File: src/rtl/fabric_bringup_seq.sv
// fabric_bringup_seq: fabric/MSS reset sequencer that qualifies PLL lock, releases the MSS,
// then enables user fabric logic; re-sequences on lock loss or MSS reset, latches MSS timeout.
module fabric_bringup_seq #(
    parameter int SYNC_STAGES        = 2,
    parameter int LOCK_STABLE_CYCLES = 1024,
    parameter int MSS_TIMEOUT_CYCLES = 65536
) (
    input  logic       clkin,
    input  logic       resetn,
    input  logic       device_init_done,
    input  logic       pll_lock,
    input  logic       mss_reset_n_m2f,
    output logic       mss_reset_n_f2m,
    output logic       fabric_resetn,
    output logic       enable,
    output logic [2:0] state,
    output logic       fault,
    output logic [7:0] relock_count
);

    localparam logic [2:0] S_INIT   = 3'd0;
    localparam logic [2:0] S_LOCK   = 3'd1;
    localparam logic [2:0] S_STABLE = 3'd2;
    localparam logic [2:0] S_MSS    = 3'd3;
    localparam logic [2:0] S_RUN    = 3'd4;
    localparam logic [2:0] S_FAULT  = 3'd5;

    localparam int MAXC = LOCK_STABLE_CYCLES > MSS_TIMEOUT_CYCLES ? LOCK_STABLE_CYCLES : MSS_TIMEOUT_CYCLES;
    localparam int CW   = MAXC > 1 ? $clog2(MAXC) : 1;

    logic [SYNC_STAGES-1:0] init_sync_q, lock_sync_q, m2f_sync_q;
    logic                   init_done_s, pll_lock_s, mss_n_m2f_s;
    logic [2:0]             state_q, state_d;
    logic [CW-1:0]          cnt_q, cnt_d;
    logic                   f2m_q, f2m_d, frn_q, frn_d, en_q, en_d, fault_q, fault_d;
    logic [7:0]             rc_q, rc_d;
    logic                   lock_done, mss_timeout;

    assign init_done_s = init_sync_q[SYNC_STAGES-1];
    assign pll_lock_s  = lock_sync_q[SYNC_STAGES-1];
    assign mss_n_m2f_s = m2f_sync_q[SYNC_STAGES-1];
    assign lock_done   = cnt_q == CW'(LOCK_STABLE_CYCLES - 1);
    assign mss_timeout = cnt_q == CW'(MSS_TIMEOUT_CYCLES - 1);

    always_ff @(posedge clkin or negedge resetn) begin
        if (!resetn) begin
            init_sync_q <= '0;
            lock_sync_q <= '0;
            m2f_sync_q  <= '0;
        end else begin
            init_sync_q <= {init_sync_q[SYNC_STAGES-2:0], device_init_done};
            lock_sync_q <= {lock_sync_q[SYNC_STAGES-2:0], pll_lock};
            m2f_sync_q  <= {m2f_sync_q[SYNC_STAGES-2:0], mss_reset_n_m2f};
        end
    end

    always_ff @(posedge clkin or negedge resetn) begin
        if (!resetn) begin
            state_q <= S_INIT;
            cnt_q   <= '0;
            f2m_q   <= 1'b0;
            frn_q   <= 1'b0;
            en_q    <= 1'b0;
            fault_q <= 1'b0;
            rc_q    <= '0;
        end else begin
            state_q <= state_d;
            cnt_q   <= cnt_d;
            f2m_q   <= f2m_d;
            frn_q   <= frn_d;
            en_q    <= en_d;
            fault_q <= fault_d;
            rc_q    <= rc_d;
        end
    end

    // Lock loss outranks every other exit; S_FAULT is absorbing until resetn.
    always_comb begin
        state_d = S_INIT;
        case (state_q)
            S_INIT:   state_d = init_done_s ? S_LOCK : S_INIT;
            S_LOCK:   state_d = pll_lock_s ? S_STABLE : S_LOCK;
            S_STABLE: state_d = !pll_lock_s ? S_LOCK : lock_done ? S_MSS : S_STABLE;
            S_MSS:    state_d = !pll_lock_s ? S_LOCK : mss_n_m2f_s ? S_RUN : mss_timeout ? S_FAULT : S_MSS;
            S_RUN:    state_d = !pll_lock_s ? S_LOCK : !mss_n_m2f_s ? S_MSS : S_RUN;
            S_FAULT:  state_d = S_FAULT;
            default:  state_d = S_INIT;
        endcase
    end

    // Outputs are computed from the next state so they change on the entry edge.
    always_comb begin
        cnt_d   = (state_d == state_q && (state_q == S_STABLE || state_q == S_MSS)) ? cnt_q + CW'(1) : '0;
        f2m_d   = state_d == S_FAULT ? 1'b0 : state_d == S_MSS ? 1'b1 : f2m_q;
        frn_d   = state_d == S_RUN;
        en_d    = state_d == S_RUN;
        fault_d = state_d == S_FAULT;
        rc_d    = (state_q == S_RUN && state_d != S_RUN && rc_q != 8'hFF) ? rc_q + 8'd1 : rc_q;
    end

    assign state           = state_q;
    assign mss_reset_n_f2m = f2m_q;
    assign fabric_resetn   = frn_q;
    assign enable          = en_q;
    assign fault           = fault_q;
    assign relock_count    = rc_q;

endmodule

File: config.mk
export PLATFORM = sky130hd
export DESIGN_NAME = fabric_bringup_seq
export DESIGN_NICKNAME = d
export VERILOG_FILES = /design/src/rtl/fabric_bringup_seq.sv
export SDC_FILE = /design/constraint.sdc
export NUM_CORES = 1
export LEC_CHECK = 0
export CORE_ASPECT_RATIO = 0.9
export CORE_UTILIZATION = 54
export DETAILED_ROUTE_END_ITERATION = 8
export PLACE_DENSITY_LB_ADDON = 0.25
export SLEW_MARGIN = 0
export SYNTH_ARGS = -nofsm -noshare
export SYNTH_HDL_FRONTEND = slang
export SYNTH_SLANG_ARGS = --single-unit
File: constraint.sdc
create_clock -name clkin -period 2.7 [get_ports clkin]
set_clock_uncertainty 0.1 [all_clocks]
set_input_delay 0.27 -clock clkin [delete_from_list [all_inputs] [get_ports clkin]]
set_output_delay 0.27 -clock clkin [all_outputs]
set_load 0.01 [all_outputs]
Word level (Yosys, flattened, before mapping)
Index checks and enable logic that the tools add are counted.
- register bits after elaboration: 36
- word-level logic and storage cells: 43
- add/subtract/negate cells: 2
- equality and inequality tests: 13
- multiplexer cells: 13
- reductions and logical operators: 6
- operator list (operator ; number):
    $pmux 3 s6 ; 1
    $add 16x1->16 const B ; 1
    $eq 16x10->1 const B ; 1
    $eq 16x16->1 const B ; 1
    $mux 16 ; 1
    $mux 3 ; 5
    $eq 3x3->1 const B ; 4
    $eq 3x2->1 const B ; 3
    $add 8x1->8 const B ; 1
    $ne 8x8->1 const B ; 1
    $mux 1 ; 4
    $mux 2 ; 2
    $eq 3x1->1 const B ; 1
    $eq 3x3->1 ; 1
    $logic_and 1x1->1 ; 3
    $logic_not 3->1 ; 1
    $ne 3x3->1 const B ; 1
    $reduce_bool 2->1 ; 1
    $logic_or 1x1->1 ; 1

Logic depth before layout (Yosys ltp)
- depth after elaboration: 8
- gate-level depth with buffers: 8
- gate-level depth less buffers: 6

Worst setup path after synthesis
No wires, ideal clock.
- path type: register to register
- from: reg cnt_q[9]
- to: reg rc_q[1], in the netlist relock_count[1]
- library setup time: 0.125 ns
- arrival time: 1.752 ns
- path slack: 0.723 ns
- cell stages (with the launch flop): 6
- path buffers: 0
- clock period less this slack: 1.977 ns
- cells stage by stage: dfrtp_1 -> nand4_4 -> or4_4 -> o211ai_4 -> nor2_4 -> mux2_4
- longest elaborated chain between the ends: 8
- elaborated cells between the ends (all ways): 11
- those cells by class: eq/ne (3); mux (6); reduce/logical (2)
- ends and longest elaborated chain (what ; line ; RTL):
    from (decl) ; 34 ; logic [CW-1:0] cnt_q, cnt_d;
    from (signal assigned) ; 68 ; cnt_q <= cnt_d;
    $eq 16x16->1 ; 43 ; assign mss_timeout = cnt_q == CW'(MSS_TIMEOUT_CYCLES - 1);
    $mux 3 (3 in a row) ; 84 ; S_MSS: state_d = !pll_lock_s ? S_LOCK : mss_n_m2f_s ? S_RUN : mss_timeout ? S_FAULT : S_MSS;
    $pmux 3 s6 ; 80 ; case (state_q)
    net state_d[2] ; 33 ; logic [2:0] state_q, state_d;
    $ne 3x3->1 ; 98 ; rc_d = (state_q == S_RUN && state_d != S_RUN && rc_q != 8'hFF) ? rc_q + 8'd1 : rc_q;
    $logic_and 1x1->1 (2 in a row) ; 98 ;
    to (signal assigned) ; 73 ; rc_q <= rc_d;
    to (decl) ; 36 ; logic [7:0] rc_q, rc_d;
The timed path passes the listed nets, and every way through them passes these cells.
A chain may end at the register's enable or synchronous reset.

Worst setup path in the final report
- from: reg cnt_q[0]
- to: reg cnt_q[11]
- longest elaborated chain between the ends: 8
- elaborated cells between the ends (all ways): 12
- those cells by class: add/sub (1); eq/ne (3); mux (7); reduce/logical (1)
- ends and longest elaborated chain (what ; line ; RTL):
    $eq 16x16->1 ; 43 ;
    $mux 3 (3 in a row) ; 84 ;
    $pmux 3 s6 ; 80 ;
    $eq 3x3->1 ; 93 ; cnt_d = (state_d == state_q && (state_q == S_STABLE || state_q == S_MSS)) ? cnt_q + CW'(1) : '0;
    $logic_and 1x1->1 ; 93 ;
    $mux 16 * ; 93 ;
    net cnt_d[11] ; 34 ;
Mark *: on every way through the listed nets, which the timed path passes. The rest lies on a longest branch.

==> out/metrics.cfg <==
[synth]
netlist_top_cells_count=dfrtp_1, nor2_1, xor2_1
syn-cell-area_mm2=0.00171
yosysWarnings=0
synth.net_count=165
syn_inst=158
synth_edf_count=0
synth_ff_type=dfrtp_1
ys_top_cells_by_area=dfrtp_1, xor2_1, nor2_1, xnor2_1, nand3_1
synth_top_area_share_pct=52.7
netlist-cell-type-count=40
synthArstFlopShare_pct=100
synth_seq_cells=36
seq_area_frac_synth_pct=52.7
yosysMostFrequentCell=dfrtp_1
synth.largest_area_cell=dfrtp_1
avgSynthCellArea_um2=10.8

[worst_setup_path]
cp_max_fo=16
critPathSlowestCell=o2111ai_2
cp-start-kind=register
worstSetupEndpointType=register
worstPathCellList=ha_1 > nand4_1 > nor4_1 > nor3_1 > o2111ai_2 > nor2_1
ff2ff_setup_slack_ns=0.52
crit_required_ns=2.79
path_class=reg2reg
max_stage_delay_ns=0.60
cp_data_arrival_time_ns=2.26

[drt]
routedWlPerCell_um=13.7
avgViaCountPerCell=5.60
drt-initial-drc-count=44
first_pass_iters=4
ant_nets=0
via_count=1238
drc_errors=0
wl_um=3020

[clocking]
cts_setup_buffers=0
cts.sinks=36
cts_max_level=2
clk_latency_ns=0.34
cts_buffers=5
cts.reportedPaths.clkPinSlew_ns=0.12
cts_buffer_depth=2
cts_resized=0
ctsHoldBuffers=0
cts_tree=built
clock-root-buffer=clkbuf_4

[die]
rows=18
die_h_um=55.4
coreArea_mm2=0.00288
dieArea_mm2=0.00339
ios=20
die_width_um=61.3
start_util_pct=59.3

[pwr]
clkPwrFrac_pct=24.8
power.total_mw=1.48
intPower_mw=1.00
power_leakage_nw=0.846
pwr-share-comb_pct=28.1
p_per_area_mw_per_mm2=737
swShare_pct=32.6
ir_worst_vdd_mv=0.506
seq_power_share_pct=47.1
switchingPower_mw=0.484

[global_routing]
antenna_found_initial=0
grt_max_degree=37
grt_pass1_vias=1154
grt-ovfl-total=0
grt_usage_pct=20.1
grt_pass1_wl_um=5040

[cells_and_area]
drive_above_1_share_pct=9.39
num_antenna_cells=0
area_growth_pct=17.8
num-nets-final=187

[timing]
period_minus_slack_ns=2.18
drv_slew=0
worst_pin_slew_ns=0.687
setup_viol=0
relSlewSlack_pct=54.2
clock.fmax_ghz=0.459
finalHoldViolCount=0
finalSetupTns_ns=0
min_period_over_period_pct=80.6
rsz0062_at_grt=false

[place]
dp_hpwl_um=2260
gp_congestion=0.894
port_buffers=19

[job]
drv_cap=0

[hold_path]
min_path_type=in2async

[status]
outcome=finished, final reports clean

[stage by stage]
| step | area [um^2] | util, % | worst slack, ns | hold WS [ns] | cells |
|---|---|---|---|---|---|
| 3_3_place_gp | 1930 | 67.1 | 0.632 | 0.232 | 213 |
| 5_1_grt | 2010 | 69.8 | 0.355 | 0.235 | 221 |
| 6_report | 2010 | 69.8 | 0.523 | 0.235 | 221 |
| 3_5_place_dp | 1930 | 67.1 | 0.537 | 0.236 | 213 |
| 4_1_cts | 2010 | 69.8 | 0.498 | 0.238 | 221 |
| 2_1_floorplan | 1710 | - | 0.723 | -0.126 | 158 |
[sequential cells by signal (all words and copies together) (netlist names)]
signal	count
m2f_sync_q	2
fault	1
state	3
mss_reset_n_f2m	1
lock_sync_q	2
relock_count	8
cnt_q	16
init_sync_q	2
enable	1
[cells by family after synthesis]
logic type               Yosys count  synth area share, %
AND/OR/NAND/NOR                   73                 23.7
XOR/XNOR                          21                 10.8
adder cells (fa/ha/maj)            2                 1.46
multiplexers                       1                0.878
flip-flops                        36                 52.7
buffers and inverters             12                 2.93
AO/OA/AOI/OAI                     13                 7.54
[power by group through the flow]
stage | Sequential (mW) | Combinational [mW] | Clock, mW
final | 0.699 | 0.417 | 0.368
after global routing | 0.711 | 0.453 | 0.396
after CTS | 0.699 | 0.419 | 0.375
after detailed placement | 0.708 | 0.417 | 0
after global placement | 0.699 | 0.405 | 0
after floorplan | 0.685 | 0.262 | 0
[layer usage]
layer | share of wire [%] | vias up | global-route usage, %
met5 | 0 | - | 0
met4 | 1.2 | 0 | 5.84
met3 | 5.1 | 7 | 6.32
met2 | 48 | 38 | 30.3
met1 | 46 | 593 | 27.5
li1 | - | 600 | -
[path summary, 6_finish.rpt]
kind / start / cells past startpoint / endpoint
setup / recovery: cnt_q[0] / 6 / cnt_q[11]
min in group clkin: mss_reset_n_m2f / 1 / m2f_sync_q[0]
max in group asynchronous: resetn / 2 / cnt_q[10]
hold / removal: resetn / 2 / cnt_q[4]
hold reg to reg: m2f_sync_q[0] / 0 / m2f_sync_q[1]
setup reg to reg: cnt_q[0] / 6 / cnt_q[11]
[critical path, delay by kind of cell (launching register included)]
| kind | cells | cell delay [ns] |
|---|---|---|
| flip-flops | 1 | 0.40 |
| adder cells (fa/ha/maj) | 1 | 0.22 |
| AND/OR/NAND/NOR | 4 | 0.69 |
| AO/OA/AOI/OAI | 1 | 0.60 |
[layout by cell type, fill, tap and decap left out, types with 6 or more instances in the layout]
cell type         n
dfrtp_1          36
nor2_1           19
clkdlybuf4s50_1  19
xor2_1           13
nand3_1          10
nand2_1           9
xnor2_1           8
inv_1             7
nor3_1            7
nand4_1           6
nor4_1            6
[layout make-up]
class | instances | area (um^2)
Fill cell | 241 | 870
Multi-Input combinational cell | 110 | 758
Inverter | 7 | 26.3
Clock buffer | 5 | 37.5
Clock inverter | 3 | 42.5
Sequential cell | 36 | 901
Timing Repair Buffer | 20 | 198
Tap cell | 40 | 50.0
Power figures use the tool's default switching activity.
